## src/rtl/text_scanner.sv

```systemverilog
// ---------------------------------------------------------------------------
// text_scanner
//
// Reader side of a text-mode framebuffer. Generates VGA timing from the pixel
// clock, issues character addresses to the framebuffer, looks up the glyph
// row in an external font ROM and serialises it to a 1-bit pixel stream.
//
// Pipeline (all outputs exactly 3 clk after the counter state they describe):
//   stage 0 : hcnt/vcnt, pos driven combinationally
//   stage 1 : char arrives, font_addr driven combinationally
//   stage 2 : font_data arrives, pixel bit selected and inverse applied
//   stage 3 : registered pixel / hsync / vsync / de / frame_start
//
// Ports:
//   clk         in   pixel clock
//   rst         in   asynchronous reset, active-high
//   pos         out  character address, row*COLS + col, 0 while blanking
//   char        in   framebuffer data, valid 1 clk after pos; [7] = inverse
//   font_addr   out  {char[6:0], glyph_row[3:0]}
//   font_data   in   glyph row, valid 1 clk after font_addr; bit 7 = leftmost
//   pixel       out  video bit (0 outside the visible region)
//   hsync       out  horizontal sync, active-low
//   vsync       out  vertical sync, active-high
//   de          out  display enable
//   frame_start out  1-clk pulse with the first visible pixel of a frame
// ---------------------------------------------------------------------------
module text_scanner #(
    parameter int H_VISIBLE = 640,
    parameter int H_FRONT   = 16,
    parameter int H_SYNC    = 96,
    parameter int H_BACK    = 48,
    parameter int V_VISIBLE = 400,
    parameter int V_FRONT   = 12,
    parameter int V_SYNC    = 2,
    parameter int V_BACK    = 35,
    parameter int COLS      = 80
) (
    input  logic        clk,
    input  logic        rst,
    output logic [10:0] pos,
    input  logic [7:0]  char,
    output logic [10:0] font_addr,
    input  logic [7:0]  font_data,
    output logic        pixel,
    output logic        hsync,
    output logic        vsync,
    output logic        de,
    output logic        frame_start
);

    localparam int H_TOTAL = H_VISIBLE + H_FRONT + H_SYNC + H_BACK;
    localparam int V_TOTAL = V_VISIBLE + V_FRONT + V_SYNC + V_BACK;
    localparam int HCW     = $clog2(H_TOTAL);
    localparam int VCW     = $clog2(V_TOTAL);

    localparam logic [HCW-1:0] H_ONE    = HCW'(1);
    localparam logic [HCW-1:0] H_LAST   = HCW'(H_TOTAL - 1);
    localparam logic [HCW-1:0] H_VIS_C  = HCW'(H_VISIBLE);
    localparam logic [HCW-1:0] HS_BEG_C = HCW'(H_VISIBLE + H_FRONT);
    localparam logic [HCW-1:0] HS_END_C = HCW'(H_VISIBLE + H_FRONT + H_SYNC);

    localparam logic [VCW-1:0] V_ONE    = VCW'(1);
    localparam logic [VCW-1:0] V_LAST   = VCW'(V_TOTAL - 1);
    localparam logic [VCW-1:0] V_VIS_C  = VCW'(V_VISIBLE);
    localparam logic [VCW-1:0] VS_BEG_C = VCW'(V_VISIBLE + V_FRONT);
    localparam logic [VCW-1:0] VS_END_C = VCW'(V_VISIBLE + V_FRONT + V_SYNC);

    localparam logic [10:0]    COLS_C   = 11'(COLS);

    // ------------------------------------------------------------------
    // Stage 0: raster counters
    // ------------------------------------------------------------------
    logic [HCW-1:0] hcnt_q, hcnt_d;
    logic [VCW-1:0] vcnt_q, vcnt_d;

    // Next raster position: hcnt wraps at end of line, vcnt steps on the wrap.
    always_comb begin
        hcnt_d = hcnt_q;
        vcnt_d = vcnt_q;
        if (hcnt_q == H_LAST) begin
            hcnt_d = '0;
            if (vcnt_q == V_LAST) begin
                vcnt_d = '0;
            end else begin
                vcnt_d = vcnt_q + V_ONE;
            end
        end else begin
            hcnt_d = hcnt_q + H_ONE;
            vcnt_d = vcnt_q;
        end
    end

    // Raster counter registers.
    always_ff @(posedge clk or posedge rst) begin
        if (rst) begin
            hcnt_q <= '0;
            vcnt_q <= '0;
        end else begin
            hcnt_q <= hcnt_d;
            vcnt_q <= vcnt_d;
        end
    end

    // Stage-0 decode. Sync flags are kept as "inside pulse" (active-high) so
    // every pipeline register can reset to 0; hsync polarity is applied only
    // at the output register.
    logic        vis0_s;
    logic        hsp0_s;
    logic        vsp0_s;
    logic        fs0_s;
    logic [10:0] pos_s;

    // Visible-region, sync-window and frame-start decode plus char address.
    always_comb begin
        vis0_s = (hcnt_q < H_VIS_C) && (vcnt_q < V_VIS_C);
        hsp0_s = (hcnt_q >= HS_BEG_C) && (hcnt_q < HS_END_C);
        vsp0_s = (vcnt_q >= VS_BEG_C) && (vcnt_q < VS_END_C);
        fs0_s  = (hcnt_q == '0) && (vcnt_q == '0);
        // Each glyph is 8 px wide and 16 lines tall, so the character cell
        // is simply the counters with the low bits dropped.
        if (vis0_s) begin
            pos_s = (11'(vcnt_q >> 4) * COLS_C) + 11'(hcnt_q >> 3);
        end else begin
            pos_s = 11'd0;
        end
    end

    assign pos = pos_s;

    // ------------------------------------------------------------------
    // Stage 1: char is valid, drive the font ROM
    // ------------------------------------------------------------------
    logic       vis1_q;
    logic       hsp1_q;
    logic       vsp1_q;
    logic       fs1_q;
    logic [3:0] row1_q;
    logic [2:0] x1_q;

    // Stage-1 pipeline: glyph row and pixel column travel with the char fetch.
    always_ff @(posedge clk or posedge rst) begin
        if (rst) begin
            vis1_q <= 1'b0;
            hsp1_q <= 1'b0;
            vsp1_q <= 1'b0;
            fs1_q  <= 1'b0;
            row1_q <= 4'd0;
            x1_q   <= 3'd0;
        end else begin
            vis1_q <= vis0_s;
            hsp1_q <= hsp0_s;
            vsp1_q <= vsp0_s;
            fs1_q  <= fs0_s;
            row1_q <= vcnt_q[3:0];
            x1_q   <= hcnt_q[2:0];
        end
    end

    assign font_addr = {char[6:0], row1_q};

    // ------------------------------------------------------------------
    // Stage 2: font_data is valid, pick the pixel bit
    // ------------------------------------------------------------------
    logic       vis2_q;
    logic       hsp2_q;
    logic       vsp2_q;
    logic       fs2_q;
    logic [2:0] x2_q;
    logic       inv2_q;

    // Stage-2 pipeline: inverse attribute is captured here so it lines up
    // with the ROM output rather than with the char that produced it.
    always_ff @(posedge clk or posedge rst) begin
        if (rst) begin
            vis2_q <= 1'b0;
            hsp2_q <= 1'b0;
            vsp2_q <= 1'b0;
            fs2_q  <= 1'b0;
            x2_q   <= 3'd0;
            inv2_q <= 1'b0;
        end else begin
            vis2_q <= vis1_q;
            hsp2_q <= hsp1_q;
            vsp2_q <= vsp1_q;
            fs2_q  <= fs1_q;
            x2_q   <= x1_q;
            inv2_q <= char[7];
        end
    end

    logic bit2_s;
    logic pixel_d;

    // Bit 7 of the glyph row is the leftmost pixel; blanking forces 0 even
    // for inverse-video characters.
    always_comb begin
        bit2_s = font_data[3'd7 - x2_q] ^ inv2_q;
        if (vis2_q) begin
            pixel_d = bit2_s;
        end else begin
            pixel_d = 1'b0;
        end
    end

    // ------------------------------------------------------------------
    // Stage 3: output registers
    // ------------------------------------------------------------------
    logic pixel_q;
    logic hsync_q;
    logic vsync_q;
    logic de_q;
    logic fs_q;

    // Output registers; hsync idles high (active-low pulse).
    always_ff @(posedge clk or posedge rst) begin
        if (rst) begin
            pixel_q <= 1'b0;
            hsync_q <= 1'b1;
            vsync_q <= 1'b0;
            de_q    <= 1'b0;
            fs_q    <= 1'b0;
        end else begin
            pixel_q <= pixel_d;
            hsync_q <= ~hsp2_q;
            vsync_q <= vsp2_q;
            de_q    <= vis2_q;
            fs_q    <= fs2_q;
        end
    end

    assign pixel       = pixel_q;
    assign hsync       = hsync_q;
    assign vsync       = vsync_q;
    assign de          = de_q;
    assign frame_start = fs_q;

    text_scanner_chk #(
        .H_TOTAL (H_TOTAL),
        .V_TOTAL (V_TOTAL)
    ) u_chk (
        .clk   (clk),
        .rst   (rst),
        .pos   (pos_s),
        .hsync (hsync_q),
        .vsync (vsync_q)
    );

endmodule

// ---------------------------------------------------------------------------
// text_scanner_chk
//
// Property checker for text_scanner: character address range and sync
// periodicity. font_addr[3:0] < 16 holds by construction (4-bit field).
//
// Ports:
//   clk, rst  clock and asynchronous active-high reset of the scanner
//   pos       character address from the scanner
//   hsync     registered hsync (active-low)
//   vsync     registered vsync (active-high)
// ---------------------------------------------------------------------------
module text_scanner_chk #(
    parameter int H_TOTAL = 800,
    parameter int V_TOTAL = 449
) (
    input logic        clk,
    input logic        rst,
    input logic [10:0] pos,
    input logic        hsync,
    input logic        vsync
);

    localparam logic [31:0] H_PER_C = 32'(H_TOTAL);
    localparam logic [31:0] V_PER_C = 32'(H_TOTAL * V_TOTAL);

    logic        hsync_prev_q;
    logic        vsync_prev_q;
    logic        hseen_q;
    logic        vseen_q;
    logic [31:0] hper_q;
    logic [31:0] vper_q;
    logic        hfall_s;
    logic        vrise_s;

    assign hfall_s = hsync_prev_q & ~hsync;
    assign vrise_s = ~vsync_prev_q & vsync;

    // Clock counts between successive sync leading edges.
    always_ff @(posedge clk or posedge rst) begin
        if (rst) begin
            hsync_prev_q <= 1'b1;
            vsync_prev_q <= 1'b0;
            hseen_q      <= 1'b0;
            vseen_q      <= 1'b0;
            hper_q       <= 32'd0;
            vper_q       <= 32'd0;
        end else begin
            hsync_prev_q <= hsync;
            vsync_prev_q <= vsync;
            if (hfall_s) begin
                hseen_q <= 1'b1;
                hper_q  <= 32'd1;
            end else begin
                hper_q  <= hper_q + 32'd1;
            end
            if (vrise_s) begin
                vseen_q <= 1'b1;
                vper_q  <= 32'd1;
            end else begin
                vper_q  <= vper_q + 32'd1;
            end
        end
    end

    a_pos_range: assert property (@(posedge clk) disable iff (rst)
        pos < 11'd2000);

    a_hsync_period: assert property (@(posedge clk) disable iff (rst)
        (hfall_s && hseen_q) |-> (hper_q == H_PER_C));

    a_vsync_period: assert property (@(posedge clk) disable iff (rst)
        (vrise_s && vseen_q) |-> (vper_q == V_PER_C));

endmodule

```

## config.mk

```make
export PLATFORM = sky130hd
export DESIGN_NAME = text_scanner
export DESIGN_NICKNAME = d
export VERILOG_FILES = /design/src/rtl/text_scanner.sv
export SDC_FILE = /design/constraint.sdc
export NUM_CORES = 1
export LEC_CHECK = 0
export CORE_UTILIZATION = 56
export DETAILED_ROUTE_END_ITERATION = 8
export DONT_BUFFER_PORTS = 1
export PLACE_DENSITY_LB_ADDON = 0.2
export SLEW_MARGIN = 20
export SYNTH_ARGS = -nofsm -noshare
export SYNTH_HDL_FRONTEND = slang
export SYNTH_SLANG_ARGS = --single-unit
export TNS_END_PERCENT = 50
```

## constraint.sdc

```tcl
create_clock -name clk -period 2.3 [get_ports clk]
set_clock_uncertainty 0.05 [all_clocks]
set_input_delay 0.345 -clock clk [delete_from_list [all_inputs] [get_ports clk]]
set_output_delay 0.345 -clock clk [all_outputs]
set_load 0.02 [all_outputs]
```

=== Word-level counts from Yosys, hierarchy flattened ===
Index checks and enable logic that the tools add are counted.

* Word-level logic and storage cells: 47
* Register bits after elaboration: 43

* Add/subtract/negate cells: 4
* Reductions and logical operators: 6
* $lt $le $gt $ge: 7
* Mux-type cells: 6
* Bitwise gates (word level): 2
* Equal/unequal tests: 2
* $mul: 1

{| class="wikitable"
|+ Operators by type and width
! operator !! number
|-
| 10-bit less-than comparator, second input constant || 2
|-
| 9-bit less-than comparator, second input constant || 2
|-
| 11-bit by 7-bit adder with 11-bit output || 1
|-
| 11-bit 2-to-1 mux || 1
|-
| 10-bit by 1-bit adder with 10-bit output, second input constant || 1
|-
| 10-bit == test, second input constant || 1
|-
| 10-bit greater-or-equal comparator, second input constant || 1
|-
| 10-bit logical NOT || 1
|-
| 10-bit 2-to-1 mux || 1
|-
| 9-bit by 1-bit adder with 9-bit output, second input constant || 1
|-
| 9-bit == test, second input constant || 1
|-
| 9-bit greater-or-equal comparator, second input constant || 1
|-
| 9-bit logical NOT || 1
|-
| 9-bit 2-to-1 mux || 1
|-
| 5-bit by 3-bit multiplier with 7-bit output, second input constant || 1
|-
| 1-bit logical AND || 4
|-
| 3-bit by 4-bit less-than comparator with 1-bit output, second input constant || 1
|-
| 1-bit binary-select mux with 3-bit select || 1
|-
| 3-bit subtractor, first input constant || 1
|-
| 1-bit 2-to-1 mux || 2
|-
| 1-bit inverter || 1
|-
| 1-bit bitwise XOR || 1
|}

=== Depth between registers and ports, before layout ===
Gate-level depths: netlist (run 1).

* Depth after elaboration: 5
* Depth in mapped cells: 8
* Gate-level depth less buffers: 8

=== Least setup slack after synthesis (run 1) ===
No wires, ideal clock.

* Path kind: reg-to-output
* Start point: register vcnt_q[5]
* End point: output port pos[10]
* Arrival time: 2.322 ns
* Stages on the path, launching flop included: 8
* Setup slack: -0.417 ns
* Required time: 1.905 ns
* Path through: dfrtp_1 ha_1 ha_1 inv_1 fa_1 nand4b_1 xnor3_1 nor2_1

* Cells in the longest elaborated chain, start to end: 3
* Elaborated cells on any way between the ends: 5
* Classes of those cells: add/sub (1); mul (1); order compare (1); mux (1); reduce/logical (1)

{| class="wikitable"
|+ RTL lines
! item !! line !! RTL
|-
| from (decl) || 74 || <nowiki>logic [VCW-1:0] vcnt_q, vcnt_d;</nowiki>
|-
| from (signal assigned) || 100 || <nowiki>vcnt_q <= vcnt_d;</nowiki>
|-
| 5-bit by 3-bit multiplier with 7-bit output / 9-bit less-than comparator (equally long branches) || 122, 115 ||
|-
| 11-bit by 7-bit adder with 11-bit output / 1-bit logical AND (equally long branches) || 122, 115 ||
|-
| 11-bit 2-to-1 mux (*) || 121 || <nowiki>if (vis0_s) begin</nowiki>
|-
| to (decl) || 40 || <nowiki>output logic [10:0] pos,</nowiki>
|}

Mark *: on every way between the ends. The rest lies on a longest branch, timed or not.

=== Worst setup path after layout (run 1) ===
* Start point: register vcnt_q[7]
* End point: output port pos[9]

Same word-level chain as after synthesis.

==> flow_summary.ini, run 1 <==
[outcome]
status = complete, but fails checks
violations = negative setup slack

[finish]
fin_area_um2 = 2510
fin_cells = 247
synthToLayoutAreaGrowth_pct = 18.1
finalNetCount = 231
final_util_pct = 68.6
drive_above_1_share_pct = 28.1
n_fill_cell = 252
n_antenna_cell = 0

[route]
vias = 1417
wirelength_um = 3810
drtIter0Drc = 73
wl_per_cell_um = 15.4
post-route-drc-count = 0
drtPass1Iterations = 4
ant_nets = 0
viasPerCell = 5.74

[critical_path]
rr_worst_depth = 6
path_max_fanout = 3
r2r_slack_ns = 0.36
endpoint_kind = primary output
crit_type = reg2out
cp.arrival_ns = 2.37
startpoint_type = flip-flop
cpMostUsedCell = ha_4
crit_slowest_cell = fa_2
worst_ep_required_time_ns = 1.90
path_cells = ha_4, ha_4, inv_2, fa_2, nand2b_4, or3_4, a21oi_4
startpoint = vcnt_q[7]
r2r_start = vcnt_q[0]
cp_slowest_stage_delay_ns = 0.45

[clock_tree]
cts_max_level = 2
clk_latency_ns = 0.30
cts_buffers = 5
root_buffer = clkbuf_8
clk_path_buf_depth = 2
clk_pin_slew_ns = 0.08
cts.sink_count = 43
cts_tree = yes

[logic_synthesis]
synth_fp_nets = 218
ys_seq_area_share_pct = 50.7
ys_types = 40
ys_warn_count = 0
yosys.area.top_type = dfrtp_1
syn-cell-area_um2 = 2130
postSynthAreaPerCell_um2 = 11.5
synth.most_common_cell = dfrtp_1
synth.top_cell.area_share_pct = 49.4
netlist_top_cells_area = dfrtp_1 49%, ha_1 7.7%, xnor2_1 3.7%, buf_4 3.2%, nand3_1 2.1%
synthTopCellsByCount = 42 x dfrtp_1, 13 x ha_1, 12 x nor2_1
synthFlopType = dfrtp_1
ys_async_sr_fraction_pct = 100
synth_cells = 185
ys_ff_latch = 43
synth_edf_count = 0

[floorplan]
die_w_um = 63.6
core_area_um2 = 3660
die_y_um = 63.6
die_area_um2 = 4050
start_util_pct = 58.1
rows = 22
ios = 45

[hold_path]
holdCritPathClass = reg2reg
hold_start = x1_q[2]
whs_path_depth = 0

[sta]
rsz0062_at_grt = yes
max_slew_margin_pct = 62.9
setup_violations = 5
hold_viol = 0
worstMarginPinSlew_ns = 0.557
finalCriticalPeriod_ns = 2.77
final.setup.tns_ns = -1.25
whs_ns = 0.300
fmax_ghz = 0.362
worst_slack_ns = -0.465
slew_violations = 0
finalCritPeriodShare_pct = 120

[global_routing]
grt_pass1_vias = 1463
grt_pass1_wl_um = 6710
antenna_found_initial = 0
grt_max_degree = 31
gr-total-overflow = 0
grt_usage_pct = 21.9

[pwr]
leakage_nw = 1.18
power_mw = 1.30
power_density_nw_per_um2 = 516
peakVddDrop_mv = 0.506

[run]
drv_cap = 0

[placement]
dp_cells = 233
gp_congestion = 0.902
place_area_um2 = 2270
port_buffers = 0
dp_slack_ns = -0.157
dp_hpwl_um = 2710
## timing repair
item | in CTS | in global routing
endpoints found under the setup margin | 11 | 11
hold endpoints to repair | 13 | 1
hold buffers | 1 | 1
setup buffers | 1 | 4
pin swaps | 2 | 7
resized for setup | 8 | 16
## critical path, delay by kind of cell, from the launching register on
kind / cells / cell delay, ns
adders and majority gates: 3 / 0.87
DFF: 1 / 0.42
AOI/OAI and AO/OA: 1 / 0.23
and+or+nand+nor: 2 / 0.51
buffers and inverters: 1 / 0.05
## flip-flops by register name (all words and copies together), names as in the netlist, 3 cells and up
register	cells
hcnt_q	10
x1_q	3
vcnt_q	9
x2_q	3
row1_q	4
## layout make-up
cell class | instances | area (um^2) | share of cell area, %
sequential | 43 | 1080 | 43.0
clock buffer | 6 | 82.6 | 3.29
timing repair buffer | 18 | 164 | 6.53
clock inverter | 2 | 16.3 | 0.648
inverter | 11 | 41.3 | 1.65
multi-input combinational | 119 | 1070 | 42.5
tap | 48 | 60.1 | 2.39
## cells by family (layout without fill, tap and decap cells)
family	count (synthesis)	count (layout)	synth area share, %
fa+ha+maj	15	15	9.54
flops	43	43	50.7
xor+xnor	16	16	7.59
simple gates	63	63	17.7
mux	4	4	3.06
compound gates	21	21	5.77
buf+inv	23	37	5.71
## path summary, 6_finish.rpt
check	end
max reg2reg	vcnt_q[2]
min	x2_q[2]
min in group asynchronous	vcnt_q[8]
min reg2reg	x2_q[2]
max	pos[9]
max in group asynchronous	hsync
## cell usage in the layout (no fill, tap or decap), drive strengths merged, types with 4 or more instances in the layout
cell     n
xnor2   10
ha      13
dfrtp   42
buf     16
nor2    12
o21ai    9
xor2     5
nand2    7
clkbuf   6
and4     4
a21oi    7
and2     7
inv     11
nand3   10
## where the power goes
group | switching [mW] | total [mW] | internal, mW
Clock | 0.262 | 0.507 | 0.245
Sequential | 0.00328 | 0.761 | 0.758
Combinational | 0.0159 | 0.0268 | 0.0109
Total | 0.281 | 1.30 | 1.01
## metal layers
layer  GRT usage [%]  vias to the layer above  wire length [um]
met5               0                        -                 0
met4            4.83                        0                36
met3            7.61                        6               219
met2            36.0                       46              1900
met1            27.7                      704              1650
li1                -                      661                 -
(Power assumes the default switching activity.)
==> run 2: changes to the inputs <==
--- a/config.mk
+++ b/config.mk
@@ -5,7 +5,7 @@
 export SDC_FILE = /design/constraint.sdc
 export NUM_CORES = 1
 export LEC_CHECK = 0
-export CORE_UTILIZATION = 56
+export CORE_UTILIZATION = 35
 export DETAILED_ROUTE_END_ITERATION = 8
 export DONT_BUFFER_PORTS = 1
 export PLACE_DENSITY_LB_ADDON = 0.2
==> flow_summary.ini, run 2 (synthesis gave the netlist of run 1 again) <==
[critical_path]
worst-path-buf-inv = 1
startpoint_type = flip-flop
rr_worst_depth = 6
path_cells = ha_4, ha_4, inv_2, fa_2, nand2b_4, or3_4, a21oi_4
path_max_fanout = 3
r2r_start = vcnt_q[0]
worst_ep_required_time_ns = 1.90
r2r_slack_ns = 0.34
cpMostUsedCell = ha_4
crit_type = reg2out
r2r-end = vcnt_q[2]
endpoint_kind = primary output
crit_slowest_cell = fa_2
critical_path.top_delay_family = adder cells
cp.arrival_ns = 2.34
cp_slowest_stage_delay_ns = 0.45

[floorplan]
die_area_um2 = 6390
die_w_um = 79.9
die_y_um = 79.9
rows = 28
start_util_pct = 36.1
core_area_um2 = 5890
ios = 45

[sta]
hold_viol = 0
final.setup.tns_ns = -1.12
setup_violations = 5
max_slew_margin_pct = 65.1
finalCritPeriodShare_pct = 119
finalCriticalPeriod_ns = 2.73
fmax_ghz = 0.366
worst_slack_ns = -0.432
worstMarginPinSlew_ns = 0.520
rsz0062_at_grt = yes
slew_violations = 0

[finish]
n_fill_cell = 559
fin_area_um2 = 2450
final_common_cell = dfrtp_1
n_antenna_cell = 0
top_regs = hcnt_q x10, vcnt_q x9, row1_q x4
drive_above_1_share_pct = 21.7
finalNetCount = 230
layout_common_cells = 41 x dfrtp_1, 16 x buf_4, 11 x ha_1, 10 x nor2_1
top_register = hcnt_q
seq_area_um2 = 1080
synthToLayoutAreaGrowth_pct = 15.1
largest_reg_flops = 10
multi_input_area_um2 = 1000

[clock_tree]
root_buffer = clkbuf_8
cts.sink_count = 43
clk_latency_ns = 0.30
cts_max_level = 2
clk_pin_slew_ns = 0.08
cts_buffers = 5
clk_path_buf_depth = 2
cts_tree = yes

[route]
ant_nets = 0
drtIter0Drc = 45
wirelength_um = 4110
wl_per_cell_um = 15.1
post-route-drc-count = 0
viasPerCell = 5.06
vias = 1382
drtPass1Iterations = 4

[placement]
place_area_um2 = 2310
dp_hpwl_um = 3040
port_buffers = 0
gp_congestion = 0.793

[outcome]
violations = negative setup slack
status = complete, but fails checks

[global_routing]
grt_usage_pct = 14.6
grt_max_degree = 18
antenna_found_initial = 0
grt_pass1_wl_um = 6980
grt_pass1_vias = 1446
gr-total-overflow = 0

[run]
drv_cap = 0

[hold_path]
hold_start = char[7]
whs_path_depth = 0
holdCritPathClass = in2reg
hold_end = inv2_q

[pwr]
peakVddDrop_mv = 0.208
power_density_nw_per_um2 = 538
leakage_nw = 1.16
-- run 2: changes by cell type in the layout (fill, tap and decap cells not counted), moves of 2 or more --
cell,before,now
buf_4,13,16
ha_1,9,11
and2_2,6,0
and2_1,1,7
ha_4,4,2
-- run 2: metal layers --
metal  up-vias  GRT usage [%]  part of all wire, %
met3        11           4.46                  4.8
met1       680           18.2                   44
met4         0           6.96                  1.8
li1        662              -                    -
met5         -              0                    0
met2        29           23.1                   49
-- run 2: report_power, final --
group	internal, mW	switching (mW)
Combinational	0.00869	0.0166
Clock	0.273	0.256
Sequential	0.758	0.00342
Total	1.04	0.276
-- run 2: worst max path at each step --
| stage | start | endpoint | slack [ns] | depth (start not counted) |
|---|---|---|---|---|
| 6_report | vcnt_q[7] | pos[9] | -0.43 | 7 |
| 5_1_grt | vcnt_q[7] | pos[9] | -0.52 | 7 |
| 4_1_cts | vcnt_q[7] | pos[9] | -0.46 | 7 |
| 3_5_place_dp | vcnt_q[5] | pos[10] | -0.17 | 8 |
| 3_3_place_gp | vcnt_q[5] | pos[9] | -0.11 | 7 |
| 2_1_floorplan | vcnt_q[5] | pos[9] | -0.18 | 7 |
-- run 2: worst reg2reg max path: cells and delay by family, from the launching register on --
kind,cells,cell delay [ns]
AO/OA/AOI/OAI,2,0.31
adder cells (fa/ha/maj),1,0.16
AND/OR/NAND/NOR,2,0.76
flip-flops,1,0.44
buffers and inverters,1,0.13
-- run 2: per-stage QoR --
stage	instances	setup WS [ns]	utilization (%)	total power, mW	hold slack (ns)
detailed placement	263	-0.171	39.2	0.802	0.179
global route	273	-0.524	41.6	1.38	0.00765
global placement	263	-0.114	39.2	0.800	0.168
floorplan	185	-0.179	-	0.811	0.281
CTS	273	-0.460	41.6	1.34	0.0154
finish	273	-0.432	41.6	1.32	0.0268
-- run 2: area by class of cell --
cell class / instances / area share (%)
multi-input combinational: 119 / 40.8
inverter: 11 / 1.69
clock buffer: 7 / 3.94
tap: 75 / 3.83
timing repair buffer: 17 / 5.32
sequential: 43 / 44.1
clock inverter: 1 / 0.307
-- run 2: timing repair --
item | in CTS | in global routing
buffers inserted | 1 | 0
endpoints found under the hold margin | 13 | 0
gates resized for setup | 5 | 0
hold buffers | 1 | 0
pin swaps | 2 | 0
endpoints found under the setup margin | 5 | 5
